<file path="config.mk">
export PLATFORM = sky130hd
export DESIGN_NAME = imm_field_packer
export DESIGN_NICKNAME = d
export VERILOG_FILES = /design/src/rtl/imm_field_packer.sv
export SDC_FILE = /design/constraint.sdc
export NUM_CORES = 1
export LEC_CHECK = 0
export CORE_MARGIN = 1
export CORE_UTILIZATION = 55
export CTS_BUF_LIST = sky130_fd_sc_hd__clkbuf_8
export CTS_CLUSTER_SIZE = 30
export DETAILED_ROUTE_END_ITERATION = 10
export PLACE_DENSITY = 0.88
export RECOVER_POWER = 50
export SLEW_MARGIN = 20
export SYNTH_ARGS = -nofsm -noshare
export SYNTH_HDL_FRONTEND = slang
export SYNTH_SLANG_ARGS = --single-unit
</file>
<file path="constraint.sdc">
create_clock -name clk -period 5.2 [get_ports clk]
set_input_delay 0.78 -clock clk [delete_from_list [all_inputs] [get_ports clk]]
set_output_delay 0.78 -clock clk [all_outputs]
set_load 0.02 [all_outputs]
</file>
<file path="src/rtl/imm_field_packer.sv">
// Two-stage elastic packer: narrows a signed 32-bit operand into the 18-bit immediate
// or 22-bit Md field, flags misfits, counts overflows. Saturating build: IMM_PACK_SATURATE_EN.
module imm_field_packer #(
  parameter int IMM_W = 18,
  parameter int MD_W  = 22,
  parameter int CNT_W = 16
) (
  input  logic             clk,
  input  logic             reset_n,
  input  logic             in_valid,
  output logic             in_ready,
  input  logic [31:0]      in_data,
  input  logic             in_mode,
  output logic             out_valid,
  input  logic             out_ready,
  output logic [MD_W-1:0]  out_field,
  output logic             out_ovf,
  output logic             out_mode,
  output logic [CNT_W-1:0] ovf_count,
  input  logic             clr_count
);

  logic             s1_valid_q, s1_valid_d;
  logic [31:0]      s1_data_q, s1_data_d;
  logic             s1_mode_q, s1_mode_d;
  logic             s2_valid_q, s2_valid_d;
  logic [MD_W-1:0]  s2_field_q, s2_field_d;
  logic             s2_ovf_q, s2_ovf_d;
  logic             s2_mode_q, s2_mode_d;
  logic [CNT_W-1:0] cnt_q, cnt_d;

  logic s1_ready, in_xfer, s12_xfer, out_xfer;

  assign s1_ready = !s2_valid_q || out_ready;
  assign in_ready = !s1_valid_q || s1_ready;
  assign in_xfer  = in_valid && in_ready;
  assign s12_xfer = s1_valid_q && s1_ready;
  assign out_xfer = s2_valid_q && out_ready;

  // Operand fits W bits iff every bit from 31 down to the field's sign bit agrees.
  logic [32-IMM_W:0] hi_imm;
  logic [32-MD_W:0]  hi_md;
  logic              fits_imm, fits_md, fits, neg;
  logic [MD_W-1:0]   fld_imm, fld_md, fld_ovf;

  assign hi_imm   = s1_data_q[31:IMM_W-1];
  assign hi_md    = s1_data_q[31:MD_W-1];
  assign fits_imm = (&hi_imm) || !(|hi_imm);
  assign fits_md  = (&hi_md) || !(|hi_md);
  assign fits     = s1_mode_q ? fits_md : fits_imm;
  assign neg      = s1_data_q[31];
  assign fld_imm  = {{(MD_W-IMM_W){1'b0}}, s1_data_q[IMM_W-1:0]};
  assign fld_md   = s1_data_q[MD_W-1:0];

`ifdef IMM_PACK_SATURATE_EN
  always_comb begin
    fld_ovf = '0;
    if (s1_mode_q) fld_ovf = {neg, {(MD_W-1){!neg}}};
    else           fld_ovf = {{(MD_W-IMM_W){1'b0}}, neg, {(IMM_W-1){!neg}}};
  end
`else
  assign fld_ovf = s1_mode_q ? fld_md : fld_imm;
`endif

  always_comb begin
    s1_valid_d = s1_valid_q;
    s1_data_d  = s1_data_q;
    s1_mode_d  = s1_mode_q;
    if (in_xfer) begin
      s1_valid_d = 1'b1;
      s1_data_d  = in_data;
      s1_mode_d  = in_mode;
    end else if (s12_xfer) begin
      s1_valid_d = 1'b0;
    end
  end

  always_comb begin
    s2_valid_d = s2_valid_q;
    s2_field_d = s2_field_q;
    s2_ovf_d   = s2_ovf_q;
    s2_mode_d  = s2_mode_q;
    if (s12_xfer) begin
      s2_valid_d = 1'b1;
      s2_field_d = fits ? (s1_mode_q ? fld_md : fld_imm) : fld_ovf;
      s2_ovf_d   = !fits;
      s2_mode_d  = s1_mode_q;
    end else if (out_xfer) begin
      s2_valid_d = 1'b0;
    end
  end

  // Clear wins over a same-cycle increment; the counter sticks at all-ones.
  always_comb begin
    cnt_d = cnt_q;
    if (clr_count)                           cnt_d = '0;
    else if (out_xfer && s2_ovf_q && !(&cnt_q)) cnt_d = cnt_q + 1'b1;
  end

  always_ff @(posedge clk or negedge reset_n) begin
    if (!reset_n) begin
      s1_valid_q <= 1'b0;
      s1_data_q  <= '0;
      s1_mode_q  <= 1'b0;
      s2_valid_q <= 1'b0;
      s2_field_q <= '0;
      s2_ovf_q   <= 1'b0;
      s2_mode_q  <= 1'b0;
      cnt_q      <= '0;
    end else begin
      s1_valid_q <= s1_valid_d;
      s1_data_q  <= s1_data_d;
      s1_mode_q  <= s1_mode_d;
      s2_valid_q <= s2_valid_d;
      s2_field_q <= s2_field_d;
      s2_ovf_q   <= s2_ovf_d;
      s2_mode_q  <= s2_mode_d;
      cnt_q      <= cnt_d;
    end
  end

  assign out_valid = s2_valid_q;
  assign out_field = s2_field_q;
  assign out_ovf   = s2_ovf_q;
  assign out_mode  = s2_mode_q;
  assign ovf_count = cnt_q;

endmodule

</file>
## Word-level counts from Yosys, hierarchy flattened

Index checks and enable logic that the tools add are counted.
Widths: inputs -> output; s select.

- Register bits after elaboration: 75
- Bits in latches: 0
- RAM bits: 0
- ROM bits: 0
- Input port bits: 38
- Memories: 0

- $add $sub $neg: 1
- Multiply operators: 0
- Divide/modulo/power cells: 0
- Magnitude comparators: 0
- Eq/ne operators: 0
- Shifts and indexed selects: 0
- Muxes and demuxes: 8
- Bitwise operators: 0
- Reductions and logical operators: 23

Operators by type and width:

| kind | count |
|---|---|
| $mux 16 | 2 |
| $mux 22 | 1 |
| $add 16x1->16 const B | 1 |
| $reduce_and 16->1 | 1 |
| $reduce_and 15->1 | 1 |
| $reduce_or 15->1 | 1 |
| $reduce_and 11->1 | 1 |
| $reduce_or 11->1 | 1 |
| $logic_not 1->1 | 6 |
| $reduce_bool 2->1 | 3 |
| $logic_and 1x1->1 | 5 |
| $mux 1 | 5 |
| $logic_or 1x1->1 | 4 |

## Depth between registers and ports, before layout

- Word-level depth: 5
- Gate-level depth with buffers: 6

## Worst setup path after synthesis

OpenSTA, ideal clock, no wires.

- Path kind: input-to-reg
- From: in out_ready
- To: reg cnt_q[13], in the netlist ovf_count[13]
- Arrival: 2.068 ns
- Data required time: 5.075 ns
- Setup slack: 3.007 ns
- Stages on the path: 5
- Path buffers: 1
- Cells stage by stage: nand3_2 > or3_1 > buf_6 > a2111oi_2 > mux2_2

- Cells in the longest elaborated chain, start to end: 4

RTL lines:

| element | line | RTL |
|---|---|---|
| start: declaration | 15 | `input logic out_ready,` |
| $logic_and 1x1->1 | 38 | `assign out_xfer = s2_valid_q && out_ready;` |
| $logic_and 1x1->1 (2 in series) | 97 | `else if (out_xfer && s2_ovf_q && !(&cnt_q)) cnt_d = cnt_q + 1'b1;` |
| $reduce_bool 2->1 (no source line) | n/a |  |
| end signal: assignment | 118 | `cnt_q <= cnt_d;` |
| end: declaration | 30 | `logic [CNT_W-1:0] cnt_q, cnt_d;` |

No other way between the ends.
A chain may end at the register's enable or synchronous reset.

## Worst setup path after layout

- From: in out_ready
- To: out in_ready

- Cells in the longest elaborated chain, start to end: 2

RTL lines:

| element | line | RTL |
|---|---|---|
| $logic_or 1x1->1 | 34 | `assign s1_ready = !s2_valid_q \|\| out_ready;` |
| $logic_or 1x1->1 | 35 | `assign in_ready = !s1_valid_q \|\| s1_ready;` |
| end: declaration | 11 | `output logic in_ready,` |

No other way between the ends.

==> reports/metrics.cfg <==
[detailed_routing]
drt_iter0_drc=106
dr_total_vias=2320
drc=0
ant_nets=0
avgViaCountPerCell=5.64
wirelength_um=6830
wl_per_cell_um=16.6
drt-pass1-iter-count=4

[global_routing]
grt_util_all_layers=0.247
met1_usage=0.313
first_global_vias=2318
grt.busiest_layer=met2
gr-total-overflow=0
gr-usage-met3=0.0609
grt_antenna_before_repair=0
grtUsageMet2=0.395
grt_pass1_wl_um=11500
grt_start_max_net_pins=76

[timing]
setup_tns_ns=0
slew_violations=0
fin_worst_skew_ns=0.00364
min_period_ns=2.99
rsz0062_at_grt=false
fin_crit_sh=0.575
relSlewSlack=0.249
max_freq_ghz=0.334
setup_viol=0
tightest_slew_ns=1.12
hold_violations=0

[setup_path]
cp_slowest_cell=clkdlybuf4s50_1
cp_max_fo=4
criticalPathCategory=primary input to output port
endpoint_kind=output port
worstSetupStartpointType=primary input
path_cells=dlygate4sd3_1 -> nand3b_1 -> clkdlybuf4s50_1
critPathRequiredTime_ns=4.42
critPathArrivalTime_ns=2.21
cp_slowest_stage_delay_ns=0.64

[power_and_ir_drop]
ir_drop_mv=0.259
cellPowerDensity_nw_per_um2=339
p_leak_nw=1.78

[die]
core_region_area_um2=5640
start_util=0.582
ios=80
dieHeight_um=79.2
row_count=27
die_w_um=79.2
die_area_um2=6280

[cts]
cts.path.max_buffers=2
cts_tree=done
numClockSinks=75
insertion_delay_ns=0.34
path_clk_slew_ns=0.07
htree_levels=3
post_cts_buffers=0
root_buffer=clkbuf_8
hold_buffers=0
cts_resized=0
cts_buffers=9

[synthesis]
ys_types=43
avgSynthCellArea_um2=12.8
synth_flop_cell=dfrtp_1
async_flop_share=1.00
synth_fp_nets=295
synth_edf_count=0
yosys_warnings=0
syn-cell-area_um2=3280
ys_seq_area_frac=0.572
synthesis.instances=256
synth_seq_cells=75

[min_path]
hp-class=flip-flop to flip-flop

[final_layout]
nets=374
drive_gt1_frac=0.251
antennaDiodeCount=0
synthToLayoutAreaGrowth_pct=30.7
utilization=0.760
fillers=377

[placement]
gp_congestion=0.811
io_buffers=79
hpwlAfterDp_um=4820

[flow_run]
drv_cap=0

[outcome]
outcome=completed

==> layout make-up <==
type	instances	area, um2	share of cell area
Clock inverter	3	13.8	0.00321
Multi-Input combinational cell	163	1320	0.309
Sequential cell	75	1880	0.438
Clock buffer	12	165	0.0385
Tap cell	72	90.1	0.0210
Inverter	6	22.5	0.00525
Timing Repair Buffer	80	796	0.186
==> cells in the mapped netlist, types with 2 or more instances <==
cell / n / share of area
a2111oi_2: 2 / 0.0092
a211oi_1: 3 / 0.0069
a21oi_1: 8 / 0.012
buf_1: 3 / 0.0034
clkbuf_1: 7 / 0.0080
dfrtp_1: 75 / 0.57
inv_1: 6 / 0.0069
mux2_2: 60 / 0.21
nand2_1: 15 / 0.017
nand2b_1: 4 / 0.0076
nand3_1: 4 / 0.0061
nand3_2: 2 / 0.0061
nand4_1: 5 / 0.0095
nor2_1: 13 / 0.015
nor2b_1: 9 / 0.017
nor3_1: 4 / 0.0061
nor4_1: 6 / 0.011
o21ai_0: 4 / 0.0061
o31ai_1: 2 / 0.0046
==> registers in the layout (all words and copies together) (netlist names) <==
signal      cells
s1_valid_q      1
s1_mode_q       1
out_field      22
out_ovf         1
out_valid       1
ovf_count      16
out_mode        1
s1_data_q      32
==> metal layers <==
metal / wire (um) / part of all wire
met1: 2800 / 0.41
met2: 3500 / 0.51
met3: 333 / 0.049
met4: 193 / 0.028
met5: 0 / 0
==> cell usage in the layout, fill, tap and decap left out, types with 2 or more instances in the layout <==
cell type         n
o21ai_0           4
clkdlybuf4s50_1  64
buf_4             2
clkbuf_8         12
o31ai_1           2
a211oi_1          3
mux2_2           60
nand2b_1          4
a2111oi_2         2
nor3_1            4
nand2_1          14
nand4_1           5
nor4_1            6
a21oi_1           8
nand3_1           5
clkinv_2          2
nor2_1           13
nor2b_1           9
inv_1             7
dlygate4sd3_1    14
dfrtp_1          75
==> final timing paths <==
kind | start | to | slack, ns | depth (start not counted)
max | out_ready | in_ready | 2.21 | 3
min | out_field[18] | out_field[18] | 0.49 | 2
max reg2reg | out_valid | ovf_count[13] | 3.01 | 4
min reg2reg | out_field[18] | out_field[18] | 0.49 | 2
max in group asynchronous | reset_n | ovf_count[9] | 4.03 | 1
min in group asynchronous | reset_n | ovf_count[3] | 0.56 | 1
==> per-stage QoR <==
stage,cells,instance area (um2),hold slack [ns],power [mW],setup slack (ns)
final,411,4290,0.487,1.45,2.21
after global placement,396,4110,0.469,1.06,2.18
after floorplan,256,3280,0.457,0.898,3.01
after global routing,411,4290,0.519,1.53,2.19
after CTS,411,4290,0.494,1.48,2.28
after detailed placement,396,4110,0.479,1.08,2.07
==> report_power, final <==
part	internal, mW	switching, mW
combinational	0.175	0.150
sequential	0.670	0.0574
clock	0.207	0.196
total	1.05	0.403
==> kinds of logic (layout without fill, tap and decap cells) <==
family,after synthesis,in the layout,share of synthesized area
adders and majority gates,1,1,0.00381
and+or+nand+nor,73,73,0.127
AOI/OAI and AO/OA,27,27,0.0610
muxes,62,62,0.212
DFF,75,75,0.572
buffers and inverters,18,101,0.0240
==> worst max-delay path: cells and delay by family <==
kind / cells / cell delay, ns
buffers and inverters: 2 / 1.23
and+or+nand+nor: 1 / 0.20
Note: power is estimated with default switching activity, not from simulation.
